<file path="src/rtl/operand_issue_stage.sv">
// operand_issue_stage
//
// Issue stage sitting between decode and the execution units. One decoded
// instruction is parked in the issue slot. Its source indices go out to the
// hazard/bypass unit and to the register-file read ports. Each operand is
// taken from the bypass network when it hits and from the register file
// otherwise. The instruction waits in the slot while any enabled source is
// blocked. Resolved instructions launch into a registered output toward
// execute. Both sides use valid/ready handshakes, and a flush kills the slot
// and the output register.
//
// Occupancy (slot_valid | ex_valid | meaning):
//   0 | 0 | idle, decode accepted freely
//   1 | 0 | instruction waiting on operands (or about to launch)
//   0 | 1 | launched instruction waiting for execute
//   1 | 1 | pipeline full, slot launches only when execute drains
//
// Ports:
//   clk, rst            clock, asynchronous active-low reset
//   flush               kill slot and output register on the next edge
//   dec_*               decode-side instruction and valid/ready handshake
//   enable1/2, regIdx1/2   slot sources to the hazard unit and register file
//   block1/2            source pending with no bypass available
//   hitBypass1/2, bypassData1/2   bypass network
//   rf_rdata1/2         combinational register-file read data at regIdx1/2
//   ex_*                registered launch toward execute, with ex_ready
//   stall_cnt           saturating count of cycles lost to operand hazards

module operand_issue_stage #(
    parameter int ARCH_BITS    = 32,
    parameter int REG_IDX_BITS = 5,
    parameter int OP_BITS      = 6,
    parameter int CNT_BITS     = 16
) (
    input  logic                    clk,
    input  logic                    rst,
    input  logic                    flush,

    input  logic                    dec_valid,
    output logic                    dec_ready,
    input  logic [ARCH_BITS-1:0]    dec_pc,
    input  logic [OP_BITS-1:0]      dec_op,
    input  logic [REG_IDX_BITS-1:0] dec_dst,
    input  logic                    dec_we,
    input  logic                    dec_src1_en,
    input  logic                    dec_src2_en,
    input  logic [REG_IDX_BITS-1:0] dec_src1,
    input  logic [REG_IDX_BITS-1:0] dec_src2,
    input  logic                    dec_use_imm,
    input  logic [ARCH_BITS-1:0]    dec_imm,

    output logic                    enable1,
    output logic                    enable2,
    output logic [REG_IDX_BITS-1:0] regIdx1,
    output logic [REG_IDX_BITS-1:0] regIdx2,
    input  logic                    block1,
    input  logic                    block2,
    input  logic                    hitBypass1,
    input  logic                    hitBypass2,
    input  logic [ARCH_BITS-1:0]    bypassData1,
    input  logic [ARCH_BITS-1:0]    bypassData2,
    input  logic [ARCH_BITS-1:0]    rf_rdata1,
    input  logic [ARCH_BITS-1:0]    rf_rdata2,

    output logic                    ex_valid,
    input  logic                    ex_ready,
    output logic [ARCH_BITS-1:0]    ex_pc,
    output logic [OP_BITS-1:0]      ex_op,
    output logic [REG_IDX_BITS-1:0] ex_dst,
    output logic                    ex_we,
    output logic [ARCH_BITS-1:0]    ex_opA,
    output logic [ARCH_BITS-1:0]    ex_opB,
    output logic [ARCH_BITS-1:0]    ex_src2_data,

    output logic [CNT_BITS-1:0]     stall_cnt
);

    // Issue slot contents
    logic                    slot_valid;
    logic [ARCH_BITS-1:0]    slot_pc;
    logic [OP_BITS-1:0]      slot_op;
    logic [REG_IDX_BITS-1:0] slot_dst;
    logic                    slot_we;
    logic                    slot_src1_en;
    logic                    slot_src2_en;
    logic [REG_IDX_BITS-1:0] slot_src1;
    logic [REG_IDX_BITS-1:0] slot_src2;
    logic                    slot_use_imm;
    logic [ARCH_BITS-1:0]    slot_imm;

    logic [ARCH_BITS-1:0]    res1;
    logic [ARCH_BITS-1:0]    res2;
    logic [ARCH_BITS-1:0]    res_opb;
    logic                    ready_src;
    logic                    out_free;
    logic                    issue;
    logic                    accept;
    logic                    stall_cycle;

    assign enable1 = slot_valid & slot_src1_en;
    assign enable2 = slot_valid & slot_src2_en;
    assign regIdx1 = slot_src1;
    assign regIdx2 = slot_src2;

    // Bypass takes priority over the register file regardless of block.
    assign res1    = hitBypass1 ? bypassData1 : rf_rdata1;
    assign res2    = hitBypass2 ? bypassData2 : rf_rdata2;
    assign res_opb = slot_use_imm ? slot_imm : res2;

    assign ready_src = !(enable1 & block1) & !(enable2 & block2);
    assign out_free  = !ex_valid | ex_ready;
    assign issue     = slot_valid & ready_src & out_free & !flush;

    // Accept into an empty slot, or into one that is launching this cycle.
    // Combinational through block1/2, so decode sees hazards the same cycle.
    assign dec_ready = (!slot_valid | issue) & !flush;
    assign accept    = dec_valid & dec_ready;

    // Only operand hazards are counted; output back-pressure is not.
    assign stall_cycle = slot_valid & !ready_src & !flush;

    always_ff @(posedge clk or negedge rst) begin
        if (!rst) begin
            slot_valid   <= 1'b0;
            slot_pc      <= '0;
            slot_op      <= '0;
            slot_dst     <= '0;
            slot_we      <= 1'b0;
            slot_src1_en <= 1'b0;
            slot_src2_en <= 1'b0;
            slot_src1    <= '0;
            slot_src2    <= '0;
            slot_use_imm <= 1'b0;
            slot_imm     <= '0;
        end else if (flush) begin
            slot_valid <= 1'b0;
        end else if (accept) begin
            slot_valid   <= 1'b1;
            slot_pc      <= dec_pc;
            slot_op      <= dec_op;
            slot_dst     <= dec_dst;
            slot_we      <= dec_we;
            slot_src1_en <= dec_src1_en;
            slot_src2_en <= dec_src2_en;
            slot_src1    <= dec_src1;
            slot_src2    <= dec_src2;
            slot_use_imm <= dec_use_imm;
            slot_imm     <= dec_imm;
        end else if (issue) begin
            slot_valid <= 1'b0;
        end
    end

    // Output register: data fields only move on issue, valid drops when
    // execute takes the instruction and nothing replaces it.
    always_ff @(posedge clk or negedge rst) begin
        if (!rst) begin
            ex_valid     <= 1'b0;
            ex_pc        <= '0;
            ex_op        <= '0;
            ex_dst       <= '0;
            ex_we        <= 1'b0;
            ex_opA       <= '0;
            ex_opB       <= '0;
            ex_src2_data <= '0;
        end else if (flush) begin
            ex_valid <= 1'b0;
        end else if (issue) begin
            ex_valid     <= 1'b1;
            ex_pc        <= slot_pc;
            ex_op        <= slot_op;
            ex_dst       <= slot_dst;
            ex_we        <= slot_we;
            ex_opA       <= res1;
            ex_opB       <= res_opb;
            ex_src2_data <= res2;
        end else if (ex_ready) begin
            ex_valid <= 1'b0;
        end
    end

    always_ff @(posedge clk or negedge rst) begin
        if (!rst) begin
            stall_cnt <= '0;
        end else if (stall_cycle && (stall_cnt != {CNT_BITS{1'b1}})) begin
            stall_cnt <= stall_cnt + CNT_BITS'(1);
        end
    end

endmodule
</file>
<file path="config.mk">
export PLATFORM = sky130hd
export DESIGN_NAME = operand_issue_stage
export DESIGN_NICKNAME = d
export VERILOG_FILES = /design/src/rtl/operand_issue_stage.sv
export SDC_FILE = /design/constraint.sdc
export NUM_CORES = 1
export LEC_CHECK = 0
export ABC_AREA = 1
export CELL_PAD_IN_SITES_DETAIL_PLACEMENT = 1
export CELL_PAD_IN_SITES_GLOBAL_PLACEMENT = 1
export CORE_MARGIN = 2
export CORE_UTILIZATION = 35
export DETAILED_ROUTE_END_ITERATION = 10
export HOLD_SLACK_MARGIN = 0.03
export PLACE_DENSITY_LB_ADDON = 0.05
export SLEW_MARGIN = 20
export SYNTH_ARGS = -nofsm -noshare
export SYNTH_HDL_FRONTEND = slang
export SYNTH_SLANG_ARGS = --single-unit
</file>
<file path="constraint.sdc">
create_clock -name clk -period 2.4 [get_ports clk]
set_clock_uncertainty 0.15 [all_clocks]
set_input_delay 0.48 -clock clk [delete_from_list [all_inputs] [get_ports clk]]
set_output_delay 0.48 -clock clk [all_outputs]
set_load 0.005 [all_outputs]
</file>
---- After elaboration in Yosys (flattened, before gate mapping) ----
Index checks and enable logic that the tools add are counted.
storage, ports and cells
  bits in registers ....................... 247
  input bits .............................. 226
  output and inout bits ................... 170
  word-level logic and storage cells ...... 57
cells by class
  add/sub/neg operators ................... 1
  equality and inequality tests ........... 1
  muxes and demuxes ....................... 9
  bitwise logic cells ..................... 15
  reductions and logical operators ........ 11
operators by type and width
  operator               number
  $mux 32                3
  $add 16x1->16 const B  1
  $ne 16x16->1 const B   1
  $and 1x1->1            12
  $logic_not 1->1        6
  $mux 1                 6
  $reduce_bool 3->1      2
  $reduce_and 2->1       2
  $or 1x1->1             2
  $logic_and 1x1->1      1
  $not 1->1              1

---- Longest topological paths before layout ----
Gate-level depths: netlist of the first run.
  depth in word-level cells ............... 12
  gate-level depth with buffers ........... 9
  gate-level depth less buffers ........... 8

---- Least setup slack after synthesis of the first run ----
No wires, ideal clock.
  kind .................................... input-to-output
  from .................................... in flush
  to ...................................... out dec_ready
  arrival time ............................ 1296 ps
  required time ........................... 1770 ps
  path slack .............................. 474 ps
  stages .................................. 7
  path buffers ............................ 4
  cells stage by stage .................... buf_2 -> buf_4 -> inv_2 -> buf_2 -> buf_2 -> nand2_1 -> inv_1
between the ends
  longest elaborated chain between the ends .. 4
RTL lines
  element              line      source
  start: declaration   37        input logic flush,
  $logic_not 1->1 (*)  112, 116
  $and 1x1->1          112       assign issue = slot_valid & ready_src & out_free & !flush;
  $or 1x1->1           116       assign dec_ready = (!slot_valid | issue) & !flush;
  $and 1x1->1 (*)      116
  end: declaration     40        output logic dec_ready,
Mark *: on every way between the ends. The rest lies on a longest branch, timed or not.

---- Worst setup path in the final report of the first run ----
  from .................................... reg slot_valid
  to ...................................... out enable2
between the ends
  longest elaborated chain between the ends .. 1
RTL lines
  element                   line  source
  start: declaration        79    logic slot_valid;
  start signal: assignment  124   slot_valid <= 1'b0;
  start signal: assignment  136   slot_valid <= 1'b0;
  start signal: assignment  138   slot_valid <= 1'b1;
  $and 1x1->1               101   assign enable2 = slot_valid & slot_src2_en;
  end: declaration          53    output logic enable2,
No other way between the ends.

==> impl_results.md, run 1 <==
- Cells after synthesis: around 1400
- CTS clk-pin slew, worst paths: about 0.06 ns
- Share of cells above drive strength 1: under 10%
- Kind of critical path: reg2out
- Grt ovf: 0
- Final min period: 2.32 ns
- Ys async rst share: 100%
- CP startpoint kind: register
- Die area: 34200 um^2
- Post-synth top cells: 655 x nand2_1, 247 x dfrtp_1, 179 x o21ai_0, 94 x nand4_1, 54 x inv_1
- Core Util, Final: 52.3%
- Pin count of the biggest net entering global routing: about 140
- Die Width: between 150 and 200 um
- Pleak: 8.07 nW
- Count leader, synth: nand2_1
- Crit path DAT: between 1.5 and 2 ns
- Worst reg2reg path startpoint: slot_valid
- H-tree Lvls: 1
- Sw Share: between 20% and 30%
- Vias in the first global route: roughly 12000
- Buffers on Ports: 395
- Worst setup path endpoint: enable2
- Placer Congestion: around 0.8
- Core box area: 32400 um^2
- Residual DRC count: 0
- Via Count: approximately 11000
- Dominant cell type by area after synthesis: dfrtp_1
- Layout area overhead: 47.7%
- FMAX: 432 MHz
- NumNets Final: 2008
- DRT iter0 DRCs: 495
- Dpl hpwl: 28.3 mm
- Slew headroom: between 50% and 60%
- Die H: roughly 180 um
- Reg2reg end: ex_opB[15]
- Combinational power share: between 20% and 30%
- Register share of total power: approximately two fifths
- Number of flops mapped to enable cells by yosys: 0
- CTS buffer count: 29
- Reg2reg path depth: 12
- Final Cycle Share: between 90% and 100%
- Final Non-Filler Cells: about 2300
- GR Util All Layers: a little under a quarter
- Tightest Pin Transition: ~0.70 ns
- Global-route wire length before repair: about 64 mm
- Worst-Skew Late Latency: approximately 0.55 ns
- Initial Utilization: about 35%
- CP startpoint: slot_valid
- Root buffer cell: clkbuf_16
- Final setup viols: 0
- CP max FO: 4
- Sink Count: between 200 and 250
- MaxCap Viol Count: 0
- Yosys top cell area share: 53.9%
- Worst Path Required: approximately 1.8 ns
- Syn avg cell area: about 8.1 um^2
- CTS tree: yes
- Hold_ws: about 0.14 ns
- Unrepaired setup endpoints after global routing: false
- R2R setup slack: between 0.15 and 0.2 ns
- Area contributors post-synth: dfrtp_1 54%, nand2_1 21%, o21ai_0 7.8%, nand4_1 5.1%, mux2_2 3.1%
- Mapped cell area: about 11000 um^2
- Seq/Total Area, Yosys: 53.9%
- Vias per cell: roughly 5
- I/O pins: between 300 and 400
- Crit. End Element: primary output
- Fin. Hold Viols: 0
- Slew Viols, Final: 0
- #FFs+latches synth: 247
- Initial antenna violation count: 12
- Pwr dens: around 770 nW/um^2
- Drt pass-1 iters: 4
- Routed WL: 40.8 mm
- Outcome: completed
- Synth Flop Type: dfrtp_1
- # rows: 66
- Clk buf depth: 3
- Pint: around 9.3 mW
- Synth Warn #: 0
- Syn_nets: 1641
- ANT nets after route: 0
- Hold crit path type: in2reg
- Switching power: 3.71 mW
- Worst VDD drop: ~0.54 mV
- Routed len/inst: around 18 um
- Post-synthesis cell type count: 25
- Clock Power Share: between 30% and 40%
- Placed cells: 2187
-- flip-flops by register name, summed over array words and instances, names as in the netlist --
| name | cells |
|---|---|
| ex_dst | 5 |
| ex_op | 6 |
| ex_opA | 32 |
| ex_opB | 32 |
| ex_pc | 32 |
| ex_src2_data | 32 |
| ex_valid | 1 |
| ex_we | 1 |
| regIdx1 | 5 |
| regIdx2 | 5 |
| slot_dst | 5 |
| slot_imm | 32 |
| slot_op | 6 |
| slot_pc | 32 |
| slot_src1_en | 1 |
| slot_src2_en | 1 |
| slot_use_imm | 1 |
| slot_valid | 1 |
| slot_we | 1 |
| stall_cnt | 16 |
-- cells in the final DEF, fill, tap and decap left out, drive strengths merged --
master         netlist  final
dfrtp              247    247
xnor2                5      5
nand2              656    656
bufinv               0      1
diode                0      8
o21a                 1      1
nand4               94     94
clkdlybuf4s50        0    390
nor2                22     22
ha                   1      1
a21oi                1      1
inv                 55     55
xor2                 3      3
dlygate4sd3          0      1
nand3               10     10
mux2                32     32
buf                 52     49
clkinv               0      3
clkbuf              53     47
o21ai              182    182
-- worst max-delay path, stage by stage (launching register included) --
cell and delay, ns:
dfrtp_1 0.35, buf_4 0.15, nand2_1 0.05, inv_1 0.04, clkdlybuf4s50_1 0.54
-- stage by stage --
step                setup TNS [ns]  setup slack [ns]  area, um^2  power (mW)
global placement           -0.0805           -0.0805       16000        8.75
detailed placement          -0.329           -0.0764       16000        8.86
finish                           0            0.0833       16900        13.0
CTS                              0            0.0326       16900        13.2
global route                     0            0.0284       16900        13.8
floorplan                        0             0.474       11500        6.55
-- power by group through the flow --
stage | combinational [mW] | clock, mW | sequential, mW
floorplan | 1.09 | 0 | 5.46
global route | 3.68 | 4.54 | 5.54
detailed placement | 3.36 | 0 | 5.50
finish | 3.33 | 4.25 | 5.43
CTS | 3.39 | 4.36 | 5.43
global placement | 3.28 | 0 | 5.47
-- layer usage --
metal | GRT usage [%] | wire length (um)
met5 | 0 | 50
met4 | 7.37 | 1100
met3 | 5.74 | 2890
met2 | 40.0 | 19400
met1 | 29.6 | 17300
-- worst min-delay path by stage --
stage | from | to | cells past startpoint
finish | flush | regIdx2[2] | 4
floorplan | rst | ex_dst[0] | 0
CTS | flush | regIdx2[2] | 4
global route | flush | slot_imm[31] | 4
detailed placement | rst | ex_opA[9] | 1
global placement | rst | ex_opA[9] | 1
-- timing repair --
item / 4_1_cts / 5_1_grt
setup endpoints to repair: 3 / 1
endpoints found under the hold margin: 43 / 0
pin swaps: 2 / 1
gates resized for setup: 3 / 4
buffers inserted: 3 / 1
hold buffers: 1 / 0
-- layout make-up --
cell class / count / area (um^2)
clock inverters: 4 / 48.8
diodes: 8 / 20.0
clock buffers: 46 / 850
multi-input cells: 1007 / 4610
inverters: 55 / 209
fillers: 3828 / 15400
well taps: 442 / 553
repair buffers: 441 / 4450
flip-flops and latches: 247 / 6180
-- cells by family (layout without fill, tap and decap cells) --
logic type                 after synthesis  after routing  share of synthesized area, %
DFF                                    247            247                          53.9
adders and majority gates                1              1                         0.109
other                                    0              8                             0
xor gates and xnor gates                 8              8                         0.612
AOI/OAI and AO/OA                      184            184                          8.09
and+or+nand+nor                        782            782                          28.0
buffers and inverters                  160            546                          6.14
muxes                                   32             32                          3.15
(Power assumes the default switching activity.)
==> inputs of run 2 (changes only) <==
Settings changed: REMOVE_ABC_BUFFERS set to 1, SLEW_MARGIN 20 to 5.
==> run 2 against run 1 <==
Non-clock buffer count rose by 2. Largest cell class unchanged. Wire length rose by 1.1%. Clock-buffer cell count fell by 8. Design area grew 1.0%. Critical path depth rose by 2. Largest power group unchanged. Register-to-register slack better by 0.12 ns. Global-route usage is 0.42 points higher.
==> impl_results.md, run 2 (synthesis gave the netlist of run 1 again) <==
- Worst-Skew Late Latency: 0.54 ns (was 0.55 ns)
- Final min period: 2.30 ns (was 2.32 ns)
- Crit. End Element: primary output (unchanged)
- Slew Viols, Final: 0 (unchanged)
- CTS clk-pin slew, worst paths: 0.06 ns (about the same)
- Share of cells above drive strength 1: 7.93% (was 7.33%)
- Die area: 34200 um^2 (unchanged)
- I/O pins: 396 (unchanged)
- Post-route setup slack: 0.0958 ns (was 0.0833 ns)
- Switching power: 3.74 mW (was 3.71 mW)
- H-tree Lvls: 1 (unchanged)
- Initial antenna violation count: 10 (was 12)
- ANT nets after route: 0 (unchanged)
- Most frequent cells in the layout: 654 x nand2_1, 390 x clkdlybuf4s50_1, 246 x dfrtp_1 (was 653 x nand2_1, 390 x clkdlybuf4s50_1, 247 x dfrtp_1)
- Kind of critical path: reg2out (unchanged)
- Outcome: completed (unchanged)
- Initial Utilization: 35.4% (unchanged)
- Routed len/inst: 18.3 um (was 18.1 um)
- Buffers on Ports: 395 (unchanged)
- Sw Share: 27.8% (was 28.5%)
- DRT iter0 DRCs: 660 (was 495)
- Pre-CTS WS: -0.256 ns (was -0.0764 ns)
- Grt ovf: 0 (unchanged)
- Final setup viols: 0 (unchanged)
- Combinational power share: 25.2% (was 25.6%)
- MaxCap Viol Count: 0 (unchanged)
- # rows: 66 (unchanged)
- Vias per cell: 4.92 (was 4.91)
- Residual DRC count: 0 (unchanged)
- Layout area overhead: 49.3% (was 47.7%)
- Final Non-Filler Cells: 2252 (was 2250)
- Routed WL: 41.2 mm (was 40.8 mm)
- Die Width: 185 um (unchanged)
- Fin. Hold Viols: 0 (unchanged)
- FMAX: 434 MHz (was 432 MHz)
- Via Count: 11100 (was 11000)
- Pin count of the biggest net entering global routing: 123 (was 143)
- Vias in the first global route: 11700 (was 11500)
- Crit path DAT: 1.67 ns (was 1.69 ns)
- Drt pass-1 iters: 4 (unchanged)
- Placer Congestion: 0.784 (was 0.801)
- Core box area: 32400 um^2 (unchanged)
- CP max FO: 3 (was 4)
- Worst VDD drop: 0.491 mV (was 0.538 mV)
- Clk buf depth: 3 (unchanged)
- GR Util All Layers: 24.0% (was 23.6%)
- Hold crit path type: in2reg (unchanged)
- CTS tree: yes (unchanged)
- Dpl hpwl: 28.2 mm (was 28.3 mm)
- Register share of total power: 40.3% (was 41.7%)
- Slew headroom: 54.2% (was 53.4%)
- Sink Count: 247 (unchanged)
- NumNets Final: 2010 (was 2008)
- Pleak: 8.15 nW (was 8.07 nW)
- Global-route wire length before repair: 64.7 mm (was 63.7 mm)
- Root buffer cell: clkbuf_16 (unchanged)
- Die H: 185 um (unchanged)
- Final Cycle Share: 96.0% (was 96.5%)
- Worst Path Required: 1.77 ns (about the same)
- Unrepaired setup endpoints after global routing: false (unchanged)
- Pint: 9.69 mW (was 9.31 mW)
- Clock Power Share: 34.5% (was 32.7%)
- Pwr dens: 785 nW/um^2 (was 769 nW/um^2)
- Tightest Pin Transition: 0.687 ns (was 0.698 ns)
- Hold_ws: 0.121 ns (was 0.138 ns)
- Fillers: 3853 (was 3828)
- Placed cells: 2192 (was 2187)
- CP startpoint kind: register (unchanged)
- Most common cell after layout, fill and taps aside: nand2_1 (unchanged)
- CTS buffer count: 29 (unchanged)
==> run 2: cell types whose count changed in the layout (fill, tap and decap cells not counted), sizes merged <==
| cell | delta |
|---|---|
| clkbuf | -9 |
| clkinv | +6 |
| bufinv | +4 |
| buf | +3 |
| diode | -2 |
| clkinvlp | +1 |
| inv | -1 |
==> run 2: cell type report <==
cell class | count | area (um^2) | share of cell area (%)
sequential | 247 | 6180 | 36.1
multi-input combinational | 1007 | 4610 | 26.9
timing repair buffer | 443 | 4540 | 26.5
clock buffer | 38 | 800 | 4.67
tap | 442 | 553 | 3.23
inverter | 55 | 208 | 1.21
clock inverter | 14 | 201 | 1.18
antenna | 6 | 15.0 | 0.0878
==> run 2: path summary, 6_finish.rpt <==
kind	slack (ns)	cells past startpoint	from	end
max	0.1	6	slot_valid	dec_ready
min	0.12	3	dec_valid	slot_imm[22]
max reg2reg	0.31	6	stall_cnt[1]	stall_cnt[6]
min reg2reg	0.32	2	slot_dst[3]	slot_dst[3]
max in group asynchronous	1.07	3	rst	slot_imm[6]
min in group asynchronous	0.28	2	rst	ex_opB[0]
==> run 2: layer usage <==
| layer | up-vias | wire [um] | track usage (%) |
|---|---|---|---|
| li1 | 5305 | - | - |
| met1 | 5400 | 16600 | 28.8 |
| met2 | 306 | 19800 | 40.9 |
| met3 | 71 | 3620 | 7.92 |
| met4 | 8 | 1080 | 7.08 |
| met5 | - | 53 | 0 |
==> run 2: power by group through the flow <==
stage               sequential [mW]  clock [mW]  combinational, mW
global route                   5.51        4.94               3.75
finish                         5.41        4.63               3.39
floorplan                      5.47           0              0.961
global placement               5.43           0               3.34
detailed placement             5.47           0               3.43
CTS                            5.41        4.77               3.46
==> run 2: worst max-delay path: stages (launching register included) <==
cell and delay [ns]:
dfrtp_2 0.45, nand3_2 0.09, nand2_2 0.07, o21ai_4 0.26, nand2_1 0.09, inv_1 0.07
buf_2 0.11
==> run 2: metrics by stage <==
stage                     utilization [%]  power, mW  TNS, ns  area, um^2
after CTS                            52.8       13.6        0       17100
after global placement               49.6       8.77    -1.87       16100
after floorplan                         -       6.44  -514.82       11000
after detailed placement             49.6       8.90    -2.59       16100
final                                52.8       13.4        0       17100
after global routing                 52.8       14.2        0       17100
==> run 2: timing repair <==
action | in CTS | in global routing
pin swaps | 3 | 1
setup buffers | 1 | 0
endpoints found under the setup margin | 1 | 3
resized for setup | 6 | 3
hold buffers | 1 | 0
hold endpoints to repair | 39 | 0
